`src/rtl/btn_event_pkg.sv`:
```
// Shared types and helpers for the button event controller.
// The optional BTN_EVT_AUTOREPEAT_EN build reuses these definitions unchanged.
package btn_event_pkg;

    localparam int EVT_W = 4;

    typedef struct packed {
        logic       is_release;
        logic [2:0] chan;
    } evt_word_t;

    function automatic int cycles_from_us(input int mhz, input int us);
        return mhz * us;
    endfunction

endpackage

```
`src/rtl/btn_event_ctrl_if.sv`:
```
// Event word handshake between the button controller and its consumer.
interface btn_event_ctrl_if;
    import btn_event_pkg::*;

    logic      evt_valid;
    logic      evt_ready;
    evt_word_t evt_data;
    logic      evt_overflow;
    logic      ovf_clr;

    modport master (
        output evt_valid,
        output evt_data,
        output evt_overflow,
        input  evt_ready,
        input  ovf_clr
    );

    modport slave (
        input  evt_valid,
        input  evt_data,
        input  evt_overflow,
        output evt_ready,
        output ovf_clr
    );

endinterface

```
`src/rtl/btn_debounce.sv`:
```
// One button channel: two-flop synchronizer, debounce counter, level and edge pulses.
// With BTN_EVT_AUTOREPEAT_EN defined, also a per-channel auto-repeat down-counter.
module btn_debounce #(
    parameter int DEB_CYCLES = 4,
    parameter bit ACTIVE_LOW = 1'b0,
    parameter int RPT_DELAY  = 10,
    parameter int RPT_PERIOD = 5
) (
    input  logic clk,
    input  logic rst,
    input  logic btn_raw,
    output logic btn_level,
    output logic btn_press,
    output logic btn_release,
    output logic press_set,
    output logic release_set,
    output logic repeat_set
);

    localparam int              CNT_W    = $clog2(DEB_CYCLES);
    localparam int              LAST_I   = DEB_CYCLES - 1;
    localparam logic [CNT_W:0]  CNT_LAST = LAST_I[CNT_W:0];

    logic             sync1;
    logic             sync2;
    logic             s;
    logic [CNT_W-1:0] cnt;
    logic             flip;

    assign s           = ACTIVE_LOW ? ~sync2 : sync2;
    // Extra headroom bit keeps the terminal compare free of wrap-around.
    assign flip        = (s != btn_level) && ({1'b0, cnt} == CNT_LAST);
    assign press_set   = flip && !btn_level;
    assign release_set = flip && btn_level;

    always_ff @(posedge clk or posedge rst) begin
        if (rst) begin
            sync1       <= ACTIVE_LOW;
            sync2       <= ACTIVE_LOW;
            cnt         <= '0;
            btn_level   <= 1'b0;
            btn_press   <= 1'b0;
            btn_release <= 1'b0;
        end else begin
            sync1       <= btn_raw;
            sync2       <= sync1;
            btn_press   <= press_set;
            btn_release <= release_set;
            if (flip) begin
                btn_level <= ~btn_level;
            end
            if (flip || (s == btn_level)) begin
                cnt <= '0;
            end else begin
                cnt <= cnt + 1'b1;
            end
        end
    end

`ifdef BTN_EVT_AUTOREPEAT_EN
    localparam int RPT_MAX_I = (RPT_DELAY > RPT_PERIOD) ? RPT_DELAY : RPT_PERIOD;
    localparam int RPT_W     = $clog2(RPT_MAX_I + 1) + 1;
    localparam int DLY_I     = (RPT_DELAY >= 2) ? RPT_DELAY - 2 : 0;
    localparam int PER_I     = (RPT_PERIOD >= 1) ? RPT_PERIOD - 1 : 0;
    localparam logic [RPT_W-1:0] DLY_LD = DLY_I[RPT_W-1:0];
    localparam logic [RPT_W-1:0] PER_LD = PER_I[RPT_W-1:0];

    logic [RPT_W-1:0] rpt_cnt;

    // Loaded on the press edge so the first repeat word lands RPT_DELAY cycles after the level rises.
    assign repeat_set = btn_level && !flip && (rpt_cnt == '0);

    always_ff @(posedge clk or posedge rst) begin
        if (rst) begin
            rpt_cnt <= '0;
        end else if (flip) begin
            rpt_cnt <= btn_level ? '0 : DLY_LD;
        end else if (!btn_level) begin
            rpt_cnt <= '0;
        end else if (rpt_cnt == '0) begin
            rpt_cnt <= PER_LD;
        end else begin
            rpt_cnt <= rpt_cnt - 1'b1;
        end
    end
`else
    logic unused_rpt;
    assign unused_rpt = ^{RPT_DELAY, RPT_PERIOD};
    assign repeat_set = 1'b0;
`endif

endmodule

```
`src/rtl/btn_event_ctrl.sv`:
```
// Debounced buttons plus a pending-event set drained through a valid/ready word port.
// Define BTN_EVT_AUTOREPEAT_EN to add held-button auto-repeat press events.
module btn_event_ctrl
    import btn_event_pkg::*;
#(
    parameter int CLOCK_FREQ_MHZ   = 12,
    parameter int CHANNELS         = 3,
    parameter int DEBOUNCE_US      = 10000,
    parameter bit ACTIVE_LOW       = 1'b0,
    parameter int REPEAT_DELAY_US  = 500000,
    parameter int REPEAT_PERIOD_US = 100000
) (
    input  logic                clk,
    input  logic                rst,
    input  logic [CHANNELS-1:0] btn_raw,
    output logic [CHANNELS-1:0] btn_level,
    output logic [CHANNELS-1:0] btn_press,
    output logic [CHANNELS-1:0] btn_release,
    btn_event_ctrl_if.master    evt
);

    localparam int DEB_CYCLES = cycles_from_us(CLOCK_FREQ_MHZ, DEBOUNCE_US);
    localparam int RPT_DELAY  = cycles_from_us(CLOCK_FREQ_MHZ, REPEAT_DELAY_US);
    localparam int RPT_PERIOD = cycles_from_us(CLOCK_FREQ_MHZ, REPEAT_PERIOD_US);
    localparam int NPEND      = 2 * CHANNELS;

    logic [CHANNELS-1:0] press_set;
    logic [CHANNELS-1:0] release_set;
    logic [CHANNELS-1:0] repeat_set;
    logic [NPEND-1:0]    set_v;
    logic [NPEND-1:0]    pend_q;
    logic [NPEND-1:0]    sel_oh;
    logic [NPEND-1:0]    clr_v;
    logic [3:0]          sel_idx;
    logic                load;
    logic                ovf_hit;
    logic                valid_q;
    evt_word_t           data_q;
    logic                ovf_q;

    for (genvar ch = 0; ch < CHANNELS; ch++) begin : g_chan
        btn_debounce #(
            .DEB_CYCLES (DEB_CYCLES),
            .ACTIVE_LOW (ACTIVE_LOW),
            .RPT_DELAY  (RPT_DELAY),
            .RPT_PERIOD (RPT_PERIOD)
        ) u_deb (
            .clk         (clk),
            .rst         (rst),
            .btn_raw     (btn_raw[ch]),
            .btn_level   (btn_level[ch]),
            .btn_press   (btn_press[ch]),
            .btn_release (btn_release[ch]),
            .press_set   (press_set[ch]),
            .release_set (release_set[ch]),
            .repeat_set  (repeat_set[ch])
        );

        assign set_v[2*ch]   = press_set[ch] | repeat_set[ch];
        assign set_v[2*ch+1] = release_set[ch];
    end

    assign sel_oh = pend_q & (~pend_q + 1'b1);
    assign load   = (!valid_q || evt.evt_ready) && (|pend_q);
    assign clr_v  = load ? sel_oh : '0;
    // A bit leaving through the output register this edge is consumed, not lost.
    assign ovf_hit = |(set_v & pend_q & ~clr_v);

    always_comb begin
        sel_idx = '0;
        for (int i = NPEND - 1; i >= 0; i--) begin
            if (pend_q[i]) begin
                sel_idx = 4'(i);
            end
        end
    end

    always_ff @(posedge clk or posedge rst) begin
        if (rst) begin
            pend_q  <= '0;
            valid_q <= 1'b0;
            data_q  <= '0;
            ovf_q   <= 1'b0;
        end else begin
            pend_q <= (pend_q & ~clr_v) | set_v;
            if (load) begin
                valid_q <= 1'b1;
                data_q  <= '{is_release: sel_idx[0], chan: sel_idx[3:1]};
            end else if (evt.evt_ready) begin
                valid_q <= 1'b0;
            end
            ovf_q <= ovf_hit | (ovf_q & ~evt.ovf_clr);
        end
    end

    assign evt.evt_valid    = valid_q;
    assign evt.evt_data     = data_q;
    assign evt.evt_overflow = ovf_q;

endmodule

```
`src/flat_wrapper.sv`:
```
// flat-port wrapper written by rule: the top's interface ports become plain ports
module btn_event_ctrl_flat import btn_event_pkg::*;
#(
    parameter int CLOCK_FREQ_MHZ   = 12,
    parameter int CHANNELS         = 3,
    parameter int DEBOUNCE_US      = 10000,
    parameter bit ACTIVE_LOW       = 1'b0,
    parameter int REPEAT_DELAY_US  = 500000,
    parameter int REPEAT_PERIOD_US = 100000
)
  (clk, rst, btn_raw, btn_level, btn_press, btn_release, evt_evt_valid, evt_evt_data, evt_evt_overflow, evt_evt_ready, evt_ovf_clr);
  btn_event_ctrl_if evt_i ();
  input  logic clk;
  input  logic rst;
  input  logic [CHANNELS-1:0] btn_raw;
  output logic [CHANNELS-1:0] btn_level;
  output logic [CHANNELS-1:0] btn_press;
  output logic [CHANNELS-1:0] btn_release;
  output wire logic [$bits(evt_i.evt_valid)-1:0] evt_evt_valid;
  output wire logic [$bits(evt_i.evt_data)-1:0] evt_evt_data;
  output wire logic [$bits(evt_i.evt_overflow)-1:0] evt_evt_overflow;
  input wire logic [$bits(evt_i.evt_ready)-1:0] evt_evt_ready;
  input wire logic [$bits(evt_i.ovf_clr)-1:0] evt_ovf_clr;
  assign evt_evt_valid = evt_i.evt_valid;
  assign evt_evt_data = evt_i.evt_data;
  assign evt_evt_overflow = evt_i.evt_overflow;
  assign evt_i.evt_ready = evt_evt_ready;
  assign evt_i.ovf_clr = evt_ovf_clr;
  btn_event_ctrl #(.CLOCK_FREQ_MHZ(CLOCK_FREQ_MHZ), .CHANNELS(CHANNELS), .DEBOUNCE_US(DEBOUNCE_US), .ACTIVE_LOW(ACTIVE_LOW), .REPEAT_DELAY_US(REPEAT_DELAY_US), .REPEAT_PERIOD_US(REPEAT_PERIOD_US)) u_core (.clk(clk), .rst(rst), .btn_raw(btn_raw), .btn_level(btn_level), .btn_press(btn_press), .btn_release(btn_release), .evt(evt_i));
endmodule
```
`config.mk`:
```
export PLATFORM = sky130hd
export DESIGN_NAME = btn_event_ctrl_flat
export DESIGN_NICKNAME = d
export VERILOG_FILES = /design/src/rtl/btn_event_pkg.sv /design/src/rtl/btn_event_ctrl_if.sv /design/src/rtl/btn_debounce.sv /design/src/rtl/btn_event_ctrl.sv /design/src/flat_wrapper.sv
export SDC_FILE = /design/constraint.sdc
export NUM_CORES = 1
export LEC_CHECK = 0
export BUFFER_PORTS_ARGS = -buffer_cell sky130_fd_sc_hd__buf_2
export CELL_PAD_IN_SITES_DETAIL_PLACEMENT = 1
export CELL_PAD_IN_SITES_GLOBAL_PLACEMENT = 1
export CORE_MARGIN = 4
export CORE_UTILIZATION = 51
export CTS_CLUSTER_SIZE = 12
export DETAILED_ROUTE_END_ITERATION = 8
export PLACE_DENSITY_LB_ADDON = 0.1
export SLEW_MARGIN = 20
export SYNTH_ARGS = -nofsm -noshare
export SYNTH_HDL_FRONTEND = slang
export SYNTH_SLANG_ARGS = --single-unit
```
`constraint.sdc`:
```
create_clock -name clk -period 6.95 [get_ports clk]
set_input_delay 0.695 -clock clk [delete_from_list [all_inputs] [get_ports clk]]
set_output_delay 0.695 -clock clk [all_outputs]
set_load 0.03 [all_outputs]
```
Yosys cells after proc, flatten, opt, wreduce, memory -nomap -nowiden
Index checks and enable logic that the tools add are counted.
{"block": "classes", "bitwise_logic": 13, "reduce_logical": 21, "n_eq_ne": 9, "n_addsub": 4, "muxes": 12}
{"operator": "adder 17 x 1 -> 17 bit (second input constant)", "count": 3}
{"operator": "equality test 17 bit (second input constant)", "count": 3}
{"operator": "2-to-1 mux 17 bit", "count": 3}
{"operator": "bitwise AND 6 bit", "count": 4}
{"operator": "2-to-1 mux 3 bit", "count": 6}
{"operator": "NOT 6 bit", "count": 2}
{"operator": "OR reduction 6 bit", "count": 2}
{"operator": "logical AND 1 bit", "count": 10}
{"operator": "adder 6 x 1 -> 6 bit (second input constant)", "count": 1}
{"operator": "2-to-1 mux 6 bit", "count": 1}
{"operator": "OR 6 bit", "count": 1}
{"operator": "logical NOT 1 bit", "count": 4}
{"operator": "logical OR 1 bit", "count": 4}
{"operator": "NOT 1 bit", "count": 4}
{"operator": "equality test 1 bit", "count": 3}
{"operator": "!= test 1 bit", "count": 3}
{"operator": "2-to-1 mux 1 bit", "count": 2}
{"operator": "nonzero test 2 bit", "count": 1}
{"operator": "bitwise AND 1 bit", "count": 1}
{"operator": "OR 1 bit", "count": 1}
{"block": "totals", "inputBits": 7, "elab_cells": 82, "register_bits": 78, "out_inout_bits": 15}

Longest topological paths before layout
Gate-level depths: netlist (run 1).
{"block": "logic_depth", "depth_word": 8, "depth_mapped": 7, "ltp_nobuf": 5}

Cells and area by module
Synthesis (run 1) repeated with hierarchy kept, for this count alone.
{"block": "hier_totals", "cells_unflattened": 361, "area_unflattened_um2": 3778.6}
{"module": "btn_debounce", "instances": 3, "cells_per_inst": 100, "seq_area_each_um2": 550.5, "area_per_inst_um2": 1067.3}
{"module": "btn_event_ctrl", "instances": 1, "cells_per_inst": 61, "seq_area_each_um2": 275.3, "area_per_inst_um2": 576.8}

Worst setup path before layout (run 1)
OpenSTA, ideal clock, no wires.
{"block": "synth_path", "path_type": "register to register", "from": "reg u_core.g_chan[0].u_deb.cnt[0]", "to": "reg u_core.g_chan[0].u_deb.btn_level", "n_path_buf": 1, "period_less_slack_ns": 1.967, "setup_time_ns": 0.125, "stages_incl_launch_ff": 7, "arrival_ns": 1.842, "path_slack_ns": 4.983, "required_ns": 6.825, "path_cell_list": "dfrtp_1 ha_1 and4_4 nand2_4 or4_4 buf_6 mux2_4"}
{"block": "synth_via", "elab_chain_len": 2}
{"element": "start: declaration", "line": "btn_debounce.sv:27", "text": "logic [CNT_W-1:0] cnt;"}
{"element": "start signal: assignment", "line": "btn_debounce.sv:55", "text": "cnt <= cnt + 1'b1;"}
{"element": "equality test 17 bit", "line": "btn_debounce.sv:32", "text": "assign flip = (s != btn_level) && ({1'b0, cnt} == CNT_LAST);"}
{"element": "logical AND 1 bit", "line": "btn_debounce.sv:32"}
{"element": "end signal: assignment", "line": "btn_debounce.sv:50", "text": "btn_level <= ~btn_level;"}
{"element": "end: declaration", "line": "btn_debounce.sv:12", "text": "output logic btn_level,"}
No other way between the ends.
A chain may end at the register's enable or synchronous reset.

Worst setup path after layout (run 1)
{"block": "layout_path", "from": "reg u_core.g_chan[1].u_deb.cnt[0]", "to": "reg u_core.g_chan[1].u_deb.cnt[8]"}
{"block": "layout_via", "elab_chain_len": 4, "elab_cells_between_ends": 5, "classes_between": "add/sub: 1; eq/ne: 1; mux: 1; reduce/logical: 2"}
{"element": "start: declaration", "line": "btn_debounce.sv:27"}
{"element": "start signal: assignment", "line": "btn_debounce.sv:55"}
{"element": "branches (longest 3 deep; another with adder 17 x 1 -> 17 bit)"}
{"element": "2-to-1 mux 17 bit (*)", "line": "btn_debounce.sv:52", "text": "if (flip || (s == btn_level)) begin"}
Every way passes the cells marked *.

==> results of run 1 <==
==> final cells by class <==
| cell class | count | area (sq um) | area share [%] |
|---|---|---|---|
| well taps | 96 | 120 | 3.01 |
| inverters | 10 | 37.5 | 0.940 |
| repair buffers | 21 | 108 | 2.69 |
| clock buffers | 12 | 155 | 3.88 |
| flip-flops and latches | 77 | 1930 | 48.2 |
| multi-input cells | 248 | 1580 | 39.5 |
| clock inverters | 4 | 70.1 | 1.75 |
==> cell usage after synthesis, drive strengths merged <==
master / count / area [sq um]
a211oi: 2 / 15.0
a21oi: 9 / 45.0
a2bb2oi: 1 / 8.76
a311oi: 2 / 17.5
and3: 6 / 40.0
and4: 9 / 81.3
buf: 16 / 111
clkbuf: 3 / 11.3
conb: 1 / 3.75
dfrtp: 77 / 1930
ha: 3 / 37.5
inv: 10 / 37.5
mux2: 3 / 37.5
nand2: 21 / 86.3
nand2b: 8 / 50.1
nand3: 18 / 90.1
nand3b: 1 / 7.51
nand4: 16 / 100
nand4bb: 2 / 22.5
nor2: 54 / 203
nor3: 5 / 25.0
nor4: 4 / 25.0
nor4b: 3 / 26.3
o2111ai: 3 / 26.3
o21ai: 18 / 90.1
o22ai: 1 / 6.26
o31ai: 1 / 7.51
o41ai: 3 / 82.6
or2: 1 / 6.26
or3: 12 / 76.3
or4: 2 / 18.8
xnor2: 18 / 158
xor2: 21 / 184
==> cell families (layout without fill, tap and decap cells) <==
group | count (synthesis) | after routing | share of synthesized area [%]
buffers and inverters | 29 | 47 | 4.37
AOI/OAI and AO/OA | 40 | 40 | 8.16
xor gates and xnor gates | 39 | 39 | 9.32
adders and majority gates | 3 | 3 | 1.02
DFF | 77 | 77 | 52.6
and+or+nand+nor | 162 | 162 | 23.4
other | 1 | 1 | 0.102
muxes | 3 | 3 | 1.02
==> worst max-delay path, delay by kind of cell, from the launching register on <==
kind / cells / cell delay [ns]
fa+ha+maj: 1 / 0.22
flops: 1 / 0.39
simple gates: 3 / 0.66
compound gates: 1 / 0.83
==> path summary, 6_finish.rpt <==
kind / slack (ns) / from / cells past startpoint / endpoint
worst min-delay path: 0.36 / u_core.g_chan[1].u_deb.sync1 / 0 / u_core.g_chan[1].u_deb.s
worst min register to register: 0.36 / u_core.g_chan[1].u_deb.sync1 / 0 / u_core.g_chan[1].u_deb.s
worst max-delay path: 4.70 / u_core.g_chan[1].u_deb.cnt[0] / 5 / u_core.g_chan[1].u_deb.cnt[8]
worst max register to register: 4.70 / u_core.g_chan[1].u_deb.cnt[0] / 5 / u_core.g_chan[1].u_deb.cnt[8]
min in group asynchronous: 0.62 / rst / 3 / u_core.g_chan[1].u_deb.cnt[12]
max in group asynchronous: 5.67 / rst / 3 / u_core.evt.evt_data[1]
==> routing by layer <==
layer | GRT usage (%) | routed length (um) | part of all wire (%) | vias to the layer above
met2 | 32.3 | 3720 | 48 | 33
met5 | 0 | 0 | 0 | -
met3 | 2.76 | 182 | 2.4 | 11
li1 | - | - | - | 1262
met4 | 8.55 | 154 | 2.0 | 0
met1 | 26.6 | 3620 | 47 | 1323
==> report_power, final <==
group	switching [mW]	internal, mW	leakage, nW
Combinational	0.0347	0.0142	0.670
Clock	0.159	0.221	0.116
Sequential	0.00773	0.459	1.05
==> sequential cells by signal, indices dropped and copies added, names as in the netlist <==
register                         count
u_core.g_chan.u_deb.sync1            3
u_core.evt.evt_overflow              1
u_core.g_chan.u_deb.cnt             51
u_core.g_chan.u_deb.btn_press        3
u_core.evt.evt_valid                 1
u_core.g_chan.u_deb.s                3
u_core.evt.evt_data                  3
u_core.pend_q                        6
u_core.g_chan.u_deb.btn_level        3
u_core.g_chan.u_deb.btn_release      3
==> results.py, run 1 <==
metrics = {
    "placed_design": {
        "place_ws_ns": 4.67,
        "placed_area_sq_um": 3770,
        "dp.cells": 452,
        "placement.io_buffers": 20,
        "dpl.hpwl_um": 5240,
        "place_congestion": 0.776,
    },
    "grt": {
        "track_usage_pct": 19.9,
        "grt_pass1_wl_um": 13600,
        "grt_max_degree": 78,
        "first_global_vias": 2754,
        "grt_antenna_before_repair": 0,
        "gr-total-overflow": 0,
    },
    "routing": {
        "drc": 0,
        "drtPass1Iterations": 4,
        "wirelength_um": 7670,
        "drtIter0Drc": 67,
        "wire_per_inst_um": 16.4,
        "antenna_left": 0,
        "dr_total_vias": 2629,
        "vias_per_cell": 5.62,
    },
    "clock_network": {
        "cts_tree": "yes",
        "numCtsBuffers": 9,
        "cts_setup_buffers": 0,
        "cts_hold_buf": 0,
        "clock_latency_ns": 0.34,
        "htree_levels": 3,
        "cts.clk_slew.worst_paths_ns": 0.08,
        "cts-root-buf": "clkbuf_8",
        "cts_num_sinks": 77,
        "postCtsResizedCells": 0,
        "clock_path_buffers": 2,
    },
    "die": {
        "rows": 30,
        "initial_core_util_pct": 53.4,
        "die_y_um": 92.8,
        "dieArea_sq_um": 8610,
        "ios": 22,
        "die_w_um": 92.8,
        "core_area_sq_um": 6870,
    },
    "layout": {
        "drive_above_1_share_pct": 13.4,
        "fin_util_pct": 58.2,
        "final_cell_area_sq_um": 4000,
        "area_delta_synth_final_pct": 9.01,
        "final_cells": 468,
        "fin_nets": 377,
        "fillers": 794,
        "final_common_cell": "dfrtp_1",
        "antennaDiodeCount": 0,
        "layout_common_cells": "dfrtp_1, nor2_1, xor2_1, nand2_1, buf_2",
    },
    "yosys": {
        "synth.distinct_cells": 41,
        "syn_avg_cell_area_sq_um": 10.4,
        "seq_area_frac_synth_pct": 52.6,
        "synth_nets": 364,
        "syn-cell-area_sq_um": 3660,
        "synth_seq_cells": 77,
        "syn_inst": 354,
        "synth-warning-count": 0,
    },
    "critical_path": {
        "startpoint_type": "flop",
        "crit_type": "flop to flop",
        "crit_arrival_ns": 2.44,
        "cp_slowest_cell": "o41ai_4",
        "end_kind": "flop",
        "cp_cell_sequence": "ha_1 > and4_1 > nand2_1 > o41ai_4 > nor2_1",
        "critPathRequiredTime_ns": 7.14,
        "crit_fanout": 16,
        "slowest_delay_ns": 0.83,
    },
    "run_status": {
        "status": "finished, final reports clean",
    },
    "sta": {
        "slew_violations": 0,
        "fin_skew_ns": 0.00663,
        "rsz0062_at_grt": "no",
        "max_freq_mhz": 445,
        "finalSetupTns_ns": 0,
        "fin_crit_sh_pct": 32.3,
        "tightestPinTransition_ns": 0.965,
        "relSlewSlack_pct": 35.7,
        "setup_viol": 0,
        "fin_crit_ns": 2.25,
        "whs_ns": 0.358,
        "hold_viol_final": 0,
        "worst_slack_ns": 4.70,
    },
    "power_and_ir_drop": {
        "power_leakage_nw": 1.83,
        "peakVddDrop_mv": 0.134,
        "fin_total_pwr_uw": 896,
        "powerDensity_nw_per_um2": 224,
    },
    "flow_run": {
        "drv_cap": 0,
    },
    "min_path": {
        "hp-class": "flop to flop",
    },
}
Power figures use the tool's default switching activity.
==> inputs of run 2 (changes only) <==
CORE_UTILIZATION = 43   (was 51)
clock period = 1.9 ns   (was 6.95 ns; I/O delays follow)
==> run 2 against run 1 <==
- core utilization is 7.3 points lower
- worst hold slack worse by 0.17 ns
- global-route usage is 3.1 points lower
- power grew to 3.5 times the previous value
- combinational power grew to 4.2 times the previous value
- largest power group unchanged
==> results.py, run 2 (synthesis gave the netlist of run 1 again) <==
metrics = {
    "die": {
        "die_w_um": 100,
        "die_y_um": 100,
        "initial_core_util_pct": 44.4,
        "dieArea_sq_um": 10100,
        "ios": 22,
        "rows": 33,
        "core_area_sq_um": 8260,
    },
    "clock_network": {
        "numCtsBuffers": 9,
        "clock_latency_ns": 0.34,
        "cts-root-buf": "clkbuf_8",
        "htree_levels": 3,
        "cts.clk_slew.worst_paths_ns": 0.08,
        "cts_num_sinks": 77,
        "cts_tree": "yes",
        "clock_path_buffers": 2,
    },
    "power_and_ir_drop": {
        "fin_total_pwr_mw": 3.11,
        "powerDensity_nw_per_um2": 741,
        "power_leakage_nw": 1.93,
        "peakVddDrop_mv": 0.401,
    },
    "routing": {
        "dr_total_vias": 2641,
        "drc": 0,
        "wirelength_um": 7620,
        "drtIter0Drc": 55,
        "wire_per_inst_um": 15.2,
        "drtPass1Iterations": 4,
        "vias_per_cell": 5.27,
        "antenna_left": 0,
    },
    "layout": {
        "antennaDiodeCount": 0,
        "area_delta_synth_final_pct": 14.5,
        "drive_above_1_share_pct": 18.4,
        "final_cells": 501,
        "largest_reg_flops": 51,
        "final_common_cell": "dfrtp_1",
        "largestRegisters": "u_core.g_chan.u_deb.cnt (51), u_core.pend_q (6)",
        "regMostFlops": "u_core.g_chan.u_deb.cnt",
        "fin_nets": 401,
        "fin_util_pct": 50.8,
        "layout_common_cells": "dfrtp_1, nor2_1, xor2_1, nand2_1, buf_2",
    },
    "critical_path": {
        "cp_slowest_cell": "or4_4",
        "crit_fanout": 7,
        "cp_cell_sequence": "ha_2 > and4_4 > nand2_4 > or4_4 > mux2_4",
        "slowest_delay_ns": 0.49,
        "critPathRequiredTime_ns": 2.13,
        "startpoint_type": "flop",
        "path_buf_inv": 0,
        "end_kind": "flop",
        "crit_arrival_ns": 2.09,
        "critPathTopFamily": "simple AND/OR/NAND/NOR gates",
        "crit_type": "flop to flop",
    },
    "grt": {
        "gr-total-overflow": 0,
        "grt_pass1_wl_um": 13600,
        "grt_max_degree": 78,
        "grt_antenna_before_repair": 0,
        "first_global_vias": 2867,
        "track_usage_pct": 16.8,
    },
    "sta": {
        "setup_viol": 0,
        "slew_violations": 0,
        "fin_crit_ns": 1.86,
        "hold_viol_final": 0,
        "finalSetupTns_ns": 0,
        "fin_crit_sh_pct": 98.0,
        "max_freq_mhz": 537,
        "fin_skew_ns": 0.00699,
        "rsz0062_at_grt": "yes",
        "worst_slack_ns": 0.0388,
    },
    "placed_design": {
        "place_congestion": 0.811,
        "placement.io_buffers": 20,
        "dp.cells": 480,
        "place_ws_ns": 0.0227,
        "dpl.hpwl_um": 5500,
    },
    "flow_run": {
        "drv_cap": 0,
    },
    "min_path": {
        "hp-class": "input pin to flop",
    },
    "run_status": {
        "status": "finished, final reports clean",
    },
}
-- run 2: path summary, 6_finish.rpt --
kind                       cells after the start                                to                           from  slack (ns)
setup / recovery                               5  u_core.g_chan[0].u_deb.btn_level  u_core.g_chan[0].u_deb.cnt[1]        0.04
hold / removal                                 3           u_core.evt.evt_overflow                    evt_ovf_clr        0.18
setup reg to reg                               5  u_core.g_chan[0].u_deb.btn_level  u_core.g_chan[0].u_deb.cnt[1]        0.04
hold reg to reg                                0          u_core.g_chan[2].u_deb.s   u_core.g_chan[2].u_deb.sync1        0.36
max in group asynchronous                      4    u_core.g_chan[0].u_deb.cnt[11]                            rst        1.06
min in group asynchronous                      4          u_core.g_chan[1].u_deb.s                            rst        0.49
-- run 2: stage by stage --
step           hold WS [ns]  instance area (sq um)
2_1_floorplan         0.221                   3670
3_5_place_dp          0.300                   3950
3_3_place_gp          0.298                   3950
4_1_cts               0.183                   4180
6_report              0.183                   4200
5_1_grt               0.229                   4200
-- run 2: final cells by class --
class,count,area (sq um)
multi-input cells,248,1590
inverters,10,41.3
well taps,105,131
clock inverters,7,66.3
fillers,939,4060
clock buffers,9,124
flip-flops and latches,77,1930
repair buffers,45,318
-- run 2: what timing repair did --
action	in CTS	in global routing
endpoints found under the setup margin	0	11
hold buffers	4	0
endpoints found under the hold margin	80	0
setup buffers	0	1
resized for setup	0	3
-- run 2: layer usage --
layer  part of all wire (%)  vias to the layer above  track usage [%]
li1                       -                     1303                -
met1                     48                     1309             21.6
met2                     49                       23             28.2
met3                    2.5                        6             4.24
met4                   0.89                        0             4.35
met5                      0                        -                0
-- run 2: tightest hold or removal path, cell delays in order --
cell and delay [ns]:
buf_2 0.08, nand2b_1 0.09, o2111ai_1 0.11
-- run 2: power breakdown --
group | internal (mW) | total [mW] | switching (mW)
Sequential | 1.68 | 1.71 | 0.0295
Clock | 0.599 | 1.20 | 0.597
Combinational | 0.0747 | 0.207 | 0.132
Total | 2.35 | 3.11 | 0.758
==> inputs of run 3 (changes only) <==
CORE_ASPECT_RATIO = 0.75   (was not set)
GPL_ROUTABILITY_DRIVEN = 1   (was not set)
==> run 3 against run 2 <==
- the flow now finishes with violations (negative setup slack)
- register-to-register slack lost 0.08 ns
- core utilization increased by 4.0 points
- fmax decreased by 4.1%
- clock power up 64%
- largest power group is now the clock network
- non-clock buffer count increased by 10
==> results.py, run 3 (synthesis gave the netlist of run 1 again) <==
metrics = {
    "sta": {
        "hold_viol_final": 0,
        "relSlewSlack_pct": 66.1,
        "max_freq_mhz": 515,
        "tightestPinTransition_ns": 0.503,
        "whs_ns": 0.205,
        "worst_slack_ns": -0.0405,
        "fin_skew_ns": 0.00328,
        "setup_viol": 1,
        "slew_violations": 0,
        "rsz0062_at_grt": "yes",
        "fin_crit_ns": 1.94,
        "fin_crit_sh_pct": 102,
        "finalSetupTns_ns": -0.0405,
    },
    "layout": {
        "largest_reg_flops": 51,
        "area_delta_synth_final_pct": 21.1,
        "largestRegisters": "u_core.g_chan.u_deb.cnt (51), u_core.pend_q (6)",
        "final_cells": 511,
        "antennaDiodeCount": 0,
        "fillers": 872,
        "final_common_cell": "dfrtp_1",
        "drive_above_1_share_pct": 20.2,
        "regMostFlops": "u_core.g_chan.u_deb.cnt",
        "fin_nets": 411,
        "layout_common_cells": "dfrtp_1, nor2_1, buf_4, xor2_1",
    },
    "clock_network": {
        "cts-root-buf": "clkbuf_16",
        "numCtsBuffers": 9,
        "clock_path_buffers": 2,
        "cts_tree": "yes",
        "cts_num_sinks": 77,
        "cts.clk_slew.worst_paths_ns": 0.06,
        "clock_latency_ns": 0.33,
        "htree_levels": 3,
    },
    "critical_path": {
        "crit_type": "flop to flop",
        "cp_slowest_cell": "or4_4",
        "end_kind": "flop",
        "cp_cell_sequence": "ha_4 > and4_4 > nand2_4 > or4_4 > mux2_4",
        "critPathRequiredTime_ns": 2.11,
        "crit_fanout": 7,
        "slowest_delay_ns": 0.60,
        "crit_arrival_ns": 2.15,
        "startpoint_type": "flop",
    },
    "grt": {
        "grt_antenna_before_repair": 0,
        "grt_pass1_wl_um": 15000,
        "first_global_vias": 3067,
        "track_usage_pct": 18.9,
        "grt_max_degree": 29,
        "gr-total-overflow": 0,
    },
    "routing": {
        "drc": 0,
        "drtIter0Drc": 91,
        "wire_per_inst_um": 17.1,
        "drtPass1Iterations": 4,
        "wirelength_um": 8750,
        "antenna_left": 0,
        "dr_total_vias": 2768,
        "vias_per_cell": 5.42,
    },
    "power_and_ir_drop": {
        "powerDensity_nw_per_um2": 880,
        "peakVddDrop_mv": 0.570,
        "power_leakage_nw": 2.05,
        "pwr-share-comb_pct": 5.6,
        "switching_power_uw": 823,
        "pwr-share-seq_pct": 44.0,
        "switching_share_pct": 21.1,
        "intPower_mw": 3.08,
        "fin_total_pwr_mw": 3.90,
        "pwr-share-clk_pct": 50.4,
    },
    "die": {
        "die_y_um": 88.0,
        "rows": 28,
        "dieArea_sq_um": 10100,
        "initial_core_util_pct": 45.3,
        "core_area_sq_um": 8090,
        "die_w_um": 115,
        "ios": 22,
    },
    "placed_design": {
        "dp.cells": 484,
        "place_congestion": 0.805,
        "dpl.hpwl_um": 6160,
        "placement.io_buffers": 20,
        "place_ws_ns": 0.0426,
    },
    "min_path": {
        "hp-class": "input pin to flop",
    },
    "flow_run": {
        "drv_cap": 0,
    },
    "run_status": {
        "violations": "negative setup slack",
        "status": "finished with violations",
    },
}
run 3: cell count changes in the layout (fill, tap and decap cells not counted), sizes merged:
cell	before	now
clkinvlp	2	1
buf	41	51
clkinv	5	1
clkbuf	9	12
bufinv	1	3
run 3: worst paths after layout:
kind | from | endpoint | slack [ns] | cells after the start
max in group asynchronous | rst | u_core.g_chan[2].u_deb.cnt[12] | 0.90 | 4
hold reg to reg | u_core.g_chan[1].u_deb.sync1 | u_core.g_chan[1].u_deb.s | 0.35 | 0
min in group asynchronous | rst | u_core.g_chan[0].u_deb.cnt[3] | 0.43 | 3
hold / removal | evt_ovf_clr | u_core.evt.evt_overflow | 0.21 | 3
setup / recovery | u_core.g_chan[0].u_deb.cnt[0] | u_core.g_chan[0].u_deb.btn_level | -0.04 | 5
setup reg to reg | u_core.g_chan[0].u_deb.cnt[0] | u_core.g_chan[0].u_deb.btn_level | -0.04 | 5
run 3: stage by stage:
stage,util [%],area [sq um]
detailed placement,49.1,3980
CTS,53.8,4360
floorplan,-,3670
finish,54.8,4440
global route,54.8,4440
global placement,49.1,3980
run 3: worst max-delay path, delay by kind of cell, from the launching register on:
| family | cells | cell delay [ns] |
|---|---|---|
| adder cells (fa/ha/maj) | 1 | 0.17 |
| AND/OR/NAND/NOR | 3 | 0.91 |
| flip-flops | 1 | 0.43 |
| multiplexers | 1 | 0.32 |
run 3: area by class of cell:
| type | instances | area [sq um] | area share, % |
|---|---|---|---|
| Sequential cell | 77 | 1930 | 43.4 |
| Inverter | 10 | 41.3 | 0.930 |
| Multi-Input combinational cell | 248 | 1600 | 36.1 |
| Tap cell | 105 | 131 | 2.96 |
| Clock inverter | 4 | 95.1 | 2.14 |
| Clock buffer | 12 | 246 | 5.55 |
| Timing Repair Buffer | 55 | 393 | 8.85 |
run 3: power by group through the flow:
stage | combinational (mW) | sequential (mW) | clock (mW)
2_1_floorplan | 0.0919 | 1.78 | 0
3_3_place_gp | 0.199 | 1.74 | 0
3_5_place_dp | 0.205 | 1.74 | 0
4_1_cts | 0.212 | 1.72 | 2.01
5_1_grt | 0.245 | 1.72 | 2.10
6_report | 0.220 | 1.72 | 1.97
run 3: metal layers:
metal	GRT usage [%]	vias up	wire length, um
li1	-	1326	-
met3	4.56	11	227
met4	4.64	0	117
met1	26.1	1398	4360
met2	30.4	33	4040
met5	0	-	0
run 3: timing repair:
action                                  4_1_cts  5_1_grt
hold endpoints to repair                     21        0
gates resized for setup                       0        5
endpoints found under the setup margin        0       13
hold buffers                                  4        0
buffers inserted                              0        7
